### config.mk
export PLATFORM = sky130hd
export DESIGN_NAME = tiny_dnn_seq
export DESIGN_NICKNAME = d
export VERILOG_FILES = /design/src/rtl/tiny_dnn_pkg.sv /design/src/rtl/tiny_dnn_seq_cnt.sv /design/src/rtl/tiny_dnn_seq.sv
export SDC_FILE = /design/constraint.sdc
export NUM_CORES = 1
export LEC_CHECK = 0
export BUFFER_PORTS_ARGS = -buffer_cell sky130_fd_sc_hd__buf_2
export CORE_ASPECT_RATIO = 1.2
export CORE_MARGIN = 3
export CORE_UTILIZATION = 33
export DETAILED_ROUTE_END_ITERATION = 12
export RECOVER_POWER = 25
export SLEW_MARGIN = 20
export SYNTH_ARGS = -nofsm -noshare
export SYNTH_HDL_FRONTEND = slang
export SYNTH_SLANG_ARGS = --single-unit
### constraint.sdc
create_clock -name clk -period 3.2 [get_ports clk]
set_clock_uncertainty 0.05 [all_clocks]
set_input_delay 0.16 -clock clk [delete_from_list [all_inputs] [get_ports clk]]
set_output_delay 0.16 -clock clk [all_outputs]
set_load 0.005 [all_outputs]
### src/rtl/tiny_dnn_pkg.sv
// Shared constants and state encoding for the tiny DNN core sequencer.
`timescale 1ns/1ps
package tiny_dnn_pkg;

  localparam int F_SIZE    = 1024;
  localparam int NCORE     = 16;
  localparam int DRAIN_CYC = 3;

  typedef enum logic [2:0] {
    IDLE,
    INIT,
    EXEC,
    BIAS,
    DRAIN,
    OUT,
    DONE
  } state_t;

endpackage

### src/rtl/tiny_dnn_seq_cnt.sv
// Loadable down-counter with a zero flag; saturates at zero instead of wrapping.
`timescale 1ns/1ps
module tiny_dnn_seq_cnt (
  input  logic       clk,
  input  logic       rst_n,
  input  logic       load,
  input  logic [9:0] load_val,
  input  logic       dec,
  output logic       zero
);

  logic [9:0] cnt;

  always_ff @(posedge clk or negedge rst_n) begin
    if (!rst_n) begin
      cnt <= '0;
    end else if (load) begin
      cnt <= load_val;
    end else if (dec && cnt != 10'd0) begin
      cnt <= cnt - 10'd1;
    end
  end

  assign zero = (cnt == 10'd0);

endmodule

### src/rtl/tiny_dnn_seq.sv
// Sequencer for a chain of dot-product cores: init, exec terms, optional bias,
// pipeline drain and output shift, with a host weight-write port usable in IDLE.
`timescale 1ns/1ps
module tiny_dnn_seq #(
  parameter int F_SIZE = tiny_dnn_pkg::F_SIZE,
  parameter int NCORE  = tiny_dnn_pkg::NCORE
) (
  input  logic        clk,
  input  logic        rst_n,
  input  logic        start,
  input  logic [9:0]  len,
  input  logic        bank,
  input  logic        bias_en,
  output logic        busy,
  output logic        done,
  input  logic        hw_req,
  input  logic        hw_bias,
  input  logic [10:0] hw_addr,
  output logic        hw_gnt,
  output logic [9:0]  d_addr,
  output logic        init,
  output logic        write,
  output logic        bwrite,
  output logic        exec,
  output logic        outr,
  output logic        update,
  output logic        bias,
  output logic [10:0] ra,
  output logic [10:0] wa
);

  import tiny_dnn_pkg::*;

  localparam logic [9:0] LEN_MAX    = 10'(F_SIZE - 1);
  localparam logic [9:0] DRAIN_LAST = 10'(DRAIN_CYC - 1);
  localparam logic [9:0] OUT_LAST   = 10'(NCORE - 1);

  state_t     state, state_nxt;
  logic [9:0] len_q, len_eff;
  logic       bank_q, bias_en_q;
  logic [9:0] term, term_nxt;
  logic       cnt_load, cnt_dec, cnt_zero;
  logic [9:0] cnt_val;
  logic       host_ok;

  assign len_eff = (len == 10'd0) ? 10'd1 : ((len > LEN_MAX) ? LEN_MAX : len);

  tiny_dnn_seq_cnt u_cnt (
    .clk      (clk),
    .rst_n    (rst_n),
    .load     (cnt_load),
    .load_val (cnt_val),
    .dec      (cnt_dec),
    .zero     (cnt_zero)
  );

  always_ff @(posedge clk or negedge rst_n) begin
    if (!rst_n) state <= IDLE;
    else        state <= state_nxt;
  end

  // Counter holds (cycles left in phase - 1); zero marks the last cycle.
  always_comb begin
    state_nxt = state;
    cnt_load  = 1'b0;
    cnt_val   = '0;
    cnt_dec   = 1'b0;
    term_nxt  = '0;
    case (state)
      IDLE:  if (start) state_nxt = INIT;
      INIT: begin
        state_nxt = EXEC;
        cnt_load  = 1'b1;
        cnt_val   = len_q - 10'd1;
      end
      EXEC: begin
        if (cnt_zero) begin
          if (bias_en_q) begin
            state_nxt = BIAS;
          end else begin
            state_nxt = DRAIN;
            cnt_load  = 1'b1;
            cnt_val   = DRAIN_LAST;
          end
        end else begin
          cnt_dec  = 1'b1;
          term_nxt = term + 10'd1;
        end
      end
      BIAS: begin
        state_nxt = DRAIN;
        cnt_load  = 1'b1;
        cnt_val   = DRAIN_LAST;
      end
      DRAIN: begin
        if (cnt_zero) begin
          state_nxt = OUT;
          cnt_load  = 1'b1;
          cnt_val   = OUT_LAST;
        end else begin
          cnt_dec = 1'b1;
        end
      end
      OUT: begin
        if (cnt_zero) state_nxt = DONE;
        else          cnt_dec   = 1'b1;
      end
      DONE:    state_nxt = IDLE;
      default: state_nxt = IDLE;
    endcase
  end

  // Core controls are registered from the next state so they line up with it.
  always_ff @(posedge clk or negedge rst_n) begin
    if (!rst_n) begin
      len_q     <= '0;
      bank_q    <= 1'b0;
      bias_en_q <= 1'b0;
      term      <= '0;
      busy      <= 1'b0;
      done      <= 1'b0;
      init      <= 1'b0;
      exec      <= 1'b0;
      bias      <= 1'b0;
      outr      <= 1'b0;
      update    <= 1'b0;
      ra        <= '0;
      d_addr    <= '0;
    end else begin
      if (state == IDLE && start) begin
        len_q     <= len_eff;
        bank_q    <= bank;
        bias_en_q <= bias_en;
      end
      term   <= term_nxt;
      busy   <= state_nxt inside {INIT, EXEC, BIAS, DRAIN, OUT};
      done   <= (state_nxt == DONE);
      init   <= (state_nxt == INIT);
      exec   <= (state_nxt == EXEC);
      bias   <= (state_nxt == BIAS);
      outr   <= (state_nxt == OUT);
      update <= (state_nxt == OUT) && (state != OUT);
      ra     <= (state_nxt == EXEC || state_nxt == BIAS) ? {bank_q, term_nxt} : '0;
      d_addr <= (state_nxt == EXEC) ? term_nxt : '0;
    end
  end

  // Host writes pass straight through in IDLE; a same-cycle start wins.
  assign host_ok = rst_n && (state == IDLE) && hw_req && !start;
  assign hw_gnt  = host_ok;
  assign write   = host_ok;
  assign bwrite  = host_ok && hw_bias;
  assign wa      = host_ok ? hw_addr : '0;

endmodule

==> impl_metrics.ini, run 1 <==
[sta]
rsz0062_at_grt = false
max_slew_margin = -0.00396
fin_crit_sh = 0.702
setup_violations = 0
min_period_ns = 2.25
final-max-slew-violation-count = 63
tns_ns = 0
fin_hold_ws_ns = 0.0175
setup_slack_ns = 0.953
hold_viol = 0
fmax_mhz = 445
tightest_slew_ns = 1.51

[critical_path]
timing.rr.start = state[2]$_DFF_PN0_
path_max_fanout = 17
critPathLaunch = state[2]$_DFF_PN0_
r2r_setup_slack_ns = 1.10
setup.worst_path.start_class = register
worstReg2RegEnd = u_cnt.cnt[8]$_DFFE_PN0P_
crit_type = register to output pin
reg2reg_depth = 5
endpoint_kind = output pin
arrival_ns = 2.04
crit_required_ns = 2.99

[synth]
yosys-top-cells-area = dfrtp_1, nor2_1, mux2_2
synth.top_cell.area_share = 0.536
yosysMostFrequentCell = dfrtp_1
netlist_area_mm2 = 0.00294
yosys_register_bits = 63
syn_nets = 308
synth_cell_types = 51
synth_edf_count = 0
async_reset_ff_frac = 1.00
synth_top_cell_by_area = dfrtp_1
syn_inst = 277
ys_top_cells_by_count = dfrtp_1, nor2_1, and2_1, o21ai_0, nand2_1
synth_area_per_cell_um2 = 10.6
ys.flop_type = dfrtp_1
synth_seq_area_share = 0.536
ys_warn_count = 0

[clocking]
h-tree-depth = 3
cts-buffers-inserted = 9
post_cts_buffers = 0
hold_buffers = 5
root_buffer = clkbuf_8
cts.path.max_buffers = 2
cts_resized = 0
cts_num_sinks = 63
clk_latency_ns = 0.33
clkTransAtPathRegs_ns = 0.07
cts_tree = yes

[job]
cap_violations = 1

[floorplan]
dieArea_mm2 = 0.0101
core_region_area_mm2 = 0.00861
num_rows = 37
die_h_um = 109
io_pins = 70
die_w_um = 92.2
initial_core_util = 0.342

[final_layout]
drive_gt1_frac = 0.300
n_fill_cell = 867
layout.nets = 386
multi_input_area_mm2 = 0.00129
register_area_mm2 = 0.00158
n_antenna_cell = 0
stdcell_count = 477
syn_to_final_growth_pct = 23.8

[power]
clock_power_share = 0.231
intPower_mw = 1.82
irDropWorstVdd_uv = 414
swShare = 0.380
p_switching_mw = 1.12
seqPwrFrac = 0.416
leakage_nw = 1.78
combPwrFrac = 0.353
power_density_mw_per_mm2 = 807

[global_route]
grt_pass1_vias = 2237
grt-ovfl-total = 0
grt_max_degree = 64
antenna_found_initial = 0
grt_pass1_wl_um = 10300
grt_usage = 0.127

[route]
first_pass_iters = 4
drcViolationCount = 0
vias = 2271
antenna_left = 0
wl_um = 6190
drt_iter0_drc = 76
viasPerCell = 4.76
post_drt_wl_per_cell_um = 13.0

[min_path]
hp-start = len[7]
hold_class = input port to register
hold_end = len_q[7]$_DFFE_PN0P_
holdPathStages = 2

[outcome]
violations = max-capacitance violations, max-slew violations
status = complete, but fails checks

[place]
dp.cells = 456
pre_cts_ws_ns = 1.11
hpwl_um = 4580
io_buffers = 69
place_congestion = 0.853
==> per-stage QoR <==
step                      cell area, um2  total power [mW]  utilization
after floorplan                     2940              2.00            -
after global placement              3400              2.26        0.395
after detailed placement            3400              2.27        0.395
after CTS                           3650              2.97        0.423
after global routing                3640              3.17        0.423
final                               3640              2.94        0.423
==> power by group through the flow <==
stage / Sequential [mW] / Combinational, mW / Clock [mW]
2_1_floorplan: 1.16 / 0.838 / 0
3_3_place_gp: 1.23 / 1.03 / 0
3_5_place_dp: 1.24 / 1.03 / 0
4_1_cts: 1.22 / 1.05 / 0.698
5_1_grt: 1.26 / 1.18 / 0.731
6_report: 1.22 / 1.04 / 0.678
==> cells in the final DEF (no fill, tap or decap), types with 4 or more instances in the layout <==
cell	count
o21ai_0	14
dfrtp_1	63
nor3_1	4
xnor2_1	6
nor2_1	43
nor4_1	4
nand3_1	12
xor2_1	11
buf_2	68
mux2_2	9
and2_1	14
nor2b_1	5
dlygate4sd3_1	5
a21oi_1	6
inv_1	7
or3_1	5
nand2_1	13
and3_1	6
clkbuf_8	9
==> worst max-delay path, stage by stage (launching register included) <==
cell and delay, ns:
dfrtp_1 0.56, nor4_1 0.42, and3_1 0.42, and2_1 0.20, buf_2 0.11
==> how the worst max path moves through the flow <==
stage | to | slack [ns]
final | wa[7] | 0.95
after detailed placement | state[0]$_DFF_PN0_ | 1.11
after global placement | ra[6]$_DFF_PN0_ | 1.15
after CTS | wa[7] | 0.95
after floorplan | state[0]$_DFF_PN0_ | 1.25
after global routing | wa[7] | 0.80
==> sequential cells by signal (all words and copies together), names as in the netlist <==
signal and cells:
init 1, outr 1, bias_en_q 1, done 1, u_cnt.cnt 10, state 3
term 10, ra 11, bank_q 1, d_addr 10, update 1, bias 1
exec 1, busy 1, len_q 10
==> per-layer routing <==
| metal | track usage | share of wire | up-vias |
|---|---|---|---|
| met5 | 0 | 0 | - |
| met4 | 0.0520 | 0.014 | 0 |
| met3 | 0.0246 | 0.043 | 10 |
| met2 | 0.215 | 0.49 | 53 |
| met1 | 0.161 | 0.45 | 1075 |
| li1 | - | - | 1133 |
==> logic make-up (layout without fill, tap and decap cells) <==
group	count (synthesis)	count (layout)	share of synthesized area
adders and majority gates	3	3	0.0128
buffers and inverters	16	99	0.0259
muxes	9	9	0.0345
AOI/OAI and AO/OA	42	42	0.104
DFF	63	63	0.536
and+or+nand+nor	127	127	0.236
xor gates and xnor gates	17	17	0.0506
==> area by class of cell <==
cell class              instances  area share
well taps                     117      0.0402
inverters                       7     0.00721
repair buffers                 76       0.112
multi-input cells             198       0.354
clock inverters                 7      0.0203
clock buffers                   9      0.0340
flip-flops and latches         63       0.433
(Power assumes the default switching activity.)
==> run 2, diff against run 1 <==
==> constraint.sdc (replaced) <==
create_clock -name clk -period 2 [get_ports clk]
set_clock_uncertainty 0.05 [all_clocks]
set_input_delay 0.1 -clock clk [delete_from_list [all_inputs] [get_ports clk]]
set_output_delay 0.1 -clock clk [all_outputs]
set_load 0.005 [all_outputs]
==> run 2 against run 1 <==
The flow now finishes without violations. Highest routed layer unchanged. Clock-buffer cell count is the same. Total power rose by 83%. Flip-flop and latch count unchanged. Sequential share of layout area fell by 4.2 points. Die area unchanged. Design area up 11%. Critical path type is now register to register. Register-to-register slack got worse by 1.0 ns. Non-clock buffer count grew 36. Setup slack got worse by 0.89 ns. Worst hold slack better by 0.093 ns. Combinational power rose by 120%. Cell count rose by 7.8%. Critical endpoint is now u_cnt.cnt[8]$_DFFE_PN0P_.
==> impl_metrics.ini, run 2 (same netlist as run 1, synthesis figures left out) <==
[route]
wl_um = 6630
viasPerCell = 4.67
drt_iter0_drc = 58
antenna_left = 0
vias = 2401
drcViolationCount = 0
first_pass_iters = 4
post_drt_wl_per_cell_um = 12.9

[clocking]
clkTransAtPathRegs_ns = 0.08
cts_tree = yes
clk_latency_ns = 0.34
cts-buffers-inserted = 9
cts_num_sinks = 63
h-tree-depth = 3
cts.path.max_buffers = 2
root_buffer = clkbuf_8

[floorplan]
dieArea_mm2 = 0.0101
num_rows = 37
core_region_area_mm2 = 0.00861
initial_core_util = 0.342
io_pins = 70
die_h_um = 109
die_w_um = 92.2

[critical_path]
critPathLaunch = u_cnt.cnt[8]$_DFFE_PN0P_
path_max_fanout = 5
arrival_ns = 2.11
timing.rr.start = u_cnt.cnt[8]$_DFFE_PN0P_
crit_type = register to register
setup.worst_path.start_class = register
crit_required_ns = 2.17
endpoint_kind = register

[place]
hpwl_um = 4670
place_congestion = 0.820
io_buffers = 69
pre_cts_ws_ns = 0.0182
dp.cells = 474
dpl_cell_area_mm2 = 0.00355

[power]
leakage_nw = 1.93
irDropWorstVdd_uv = 733
power_density_mw_per_mm2 = 1330

[final_layout]
design_area_mm2 = 0.00404
stdcell_count = 514
layout.nets = 423
n_antenna_cell = 0
layout_common_cells = dfrtp_1, buf_2, nor2_1, buf_4
final_common_cell = dfrtp_1
largest_register_ffs = 11
syn_to_final_growth_pct = 37.4
n_fill_cell = 824
regMostFlops = ra
drive_gt1_frac = 0.332

[sta]
hold_viol = 0
tightest_slew_ns = 0.808
tns_ns = 0
max_slew_margin = 0.461
setup_violations = 0
setup_slack_ns = 0.0613
min_period_ns = 1.94
final-max-slew-violation-count = 0
fin_crit_sh = 0.969
fmax_mhz = 516

[job]
cap_violations = 0

[global_route]
grt_pass1_vias = 2379
antenna_found_initial = 0
grt_usage = 0.133
grt-ovfl-total = 0
grt_max_degree = 63
grt_pass1_wl_um = 10800

[outcome]
status = complete, no violations

[min_path]
hold_class = input port to async pin
[run 2: cell types whose count changed in the layout (fill, tap and decap cells not counted), sizes merged]
cell         change
buf             +15
clkbuf          +12
dlygate4sd3      +9
clkinv           -3
inv              +2
and3             +1
bufinv           +1
[run 2: routing by layer]
layer,vias up,track usage,wire length [um]
li1,1212,-,-
met1,1121,0.158,2830
met2,58,0.231,3390
met3,10,0.0287,238
met4,0,0.0637,165
met5,-,0,0
[run 2: path summary, 6_finish.rpt]
kind / slack, ns / cells after the start / to
setup / recovery: 0.06 / 7 / u_cnt.cnt[8]$_DFFE_PN0P_
hold / removal: 0.11 / 2 / busy$_DFF_PN0_
setup reg to reg: 0.06 / 7 / u_cnt.cnt[8]$_DFFE_PN0P_
hold reg to reg: 0.46 / 1 / bank_q$_DFFE_PN0P_
max in group asynchronous: 0.59 / 3 / u_cnt.cnt[8]$_DFFE_PN0P_
min in group clk: 0.41 / 3 / wa[0]
[run 2: where the power goes]
part / total [mW] / switching [mW] / internal [mW] / leakage, nW
clock: 1.24 / 0.520 / 0.718 / 0.112
combinational: 2.26 / 1.15 / 1.11 / 0.993
sequential: 1.89 / 0.300 / 1.59 / 0.827
[run 2: cell type report]
type	instances	area [um2]	share of cell area
multi-input cells	199	1360	0.337
flip-flops and latches	63	1580	0.391
well taps	117	146	0.0362
inverters	7	26.3	0.00650
clock buffers	9	124	0.0307
repair buffers	112	699	0.173
clock inverters	7	105	0.0260
[run 2: repair_timing]
item,4_1_cts,5_1_grt
pin swaps,0,8
hold buffers,14,0
endpoints found under the setup margin,14,21
setup buffers,0,9
gates cloned,0,1
gates resized for setup,3,13
hold endpoints to repair,14,0
[run 2: stage by stage]
step / power [mW] / hold WS, ns / utilization
2_1_floorplan: 3.19 / -0.246 / -
3_3_place_gp: 3.86 / -0.125 / 0.412
3_5_place_dp: 3.90 / -0.127 / 0.412
4_1_cts: 5.20 / 0.0476 / 0.456
5_1_grt: 5.79 / 0.135 / 0.469
6_report: 5.39 / 0.110 / 0.469
[run 2: critical path: stages (launching register included)]
cell,delay [ns]
dfrtp_2,0.44
nor4_4,0.29
buf_4,0.19
buf_4,0.11
nand4_1,0.18
buf_4,0.21
and2_1,0.14
o211a_1,0.22
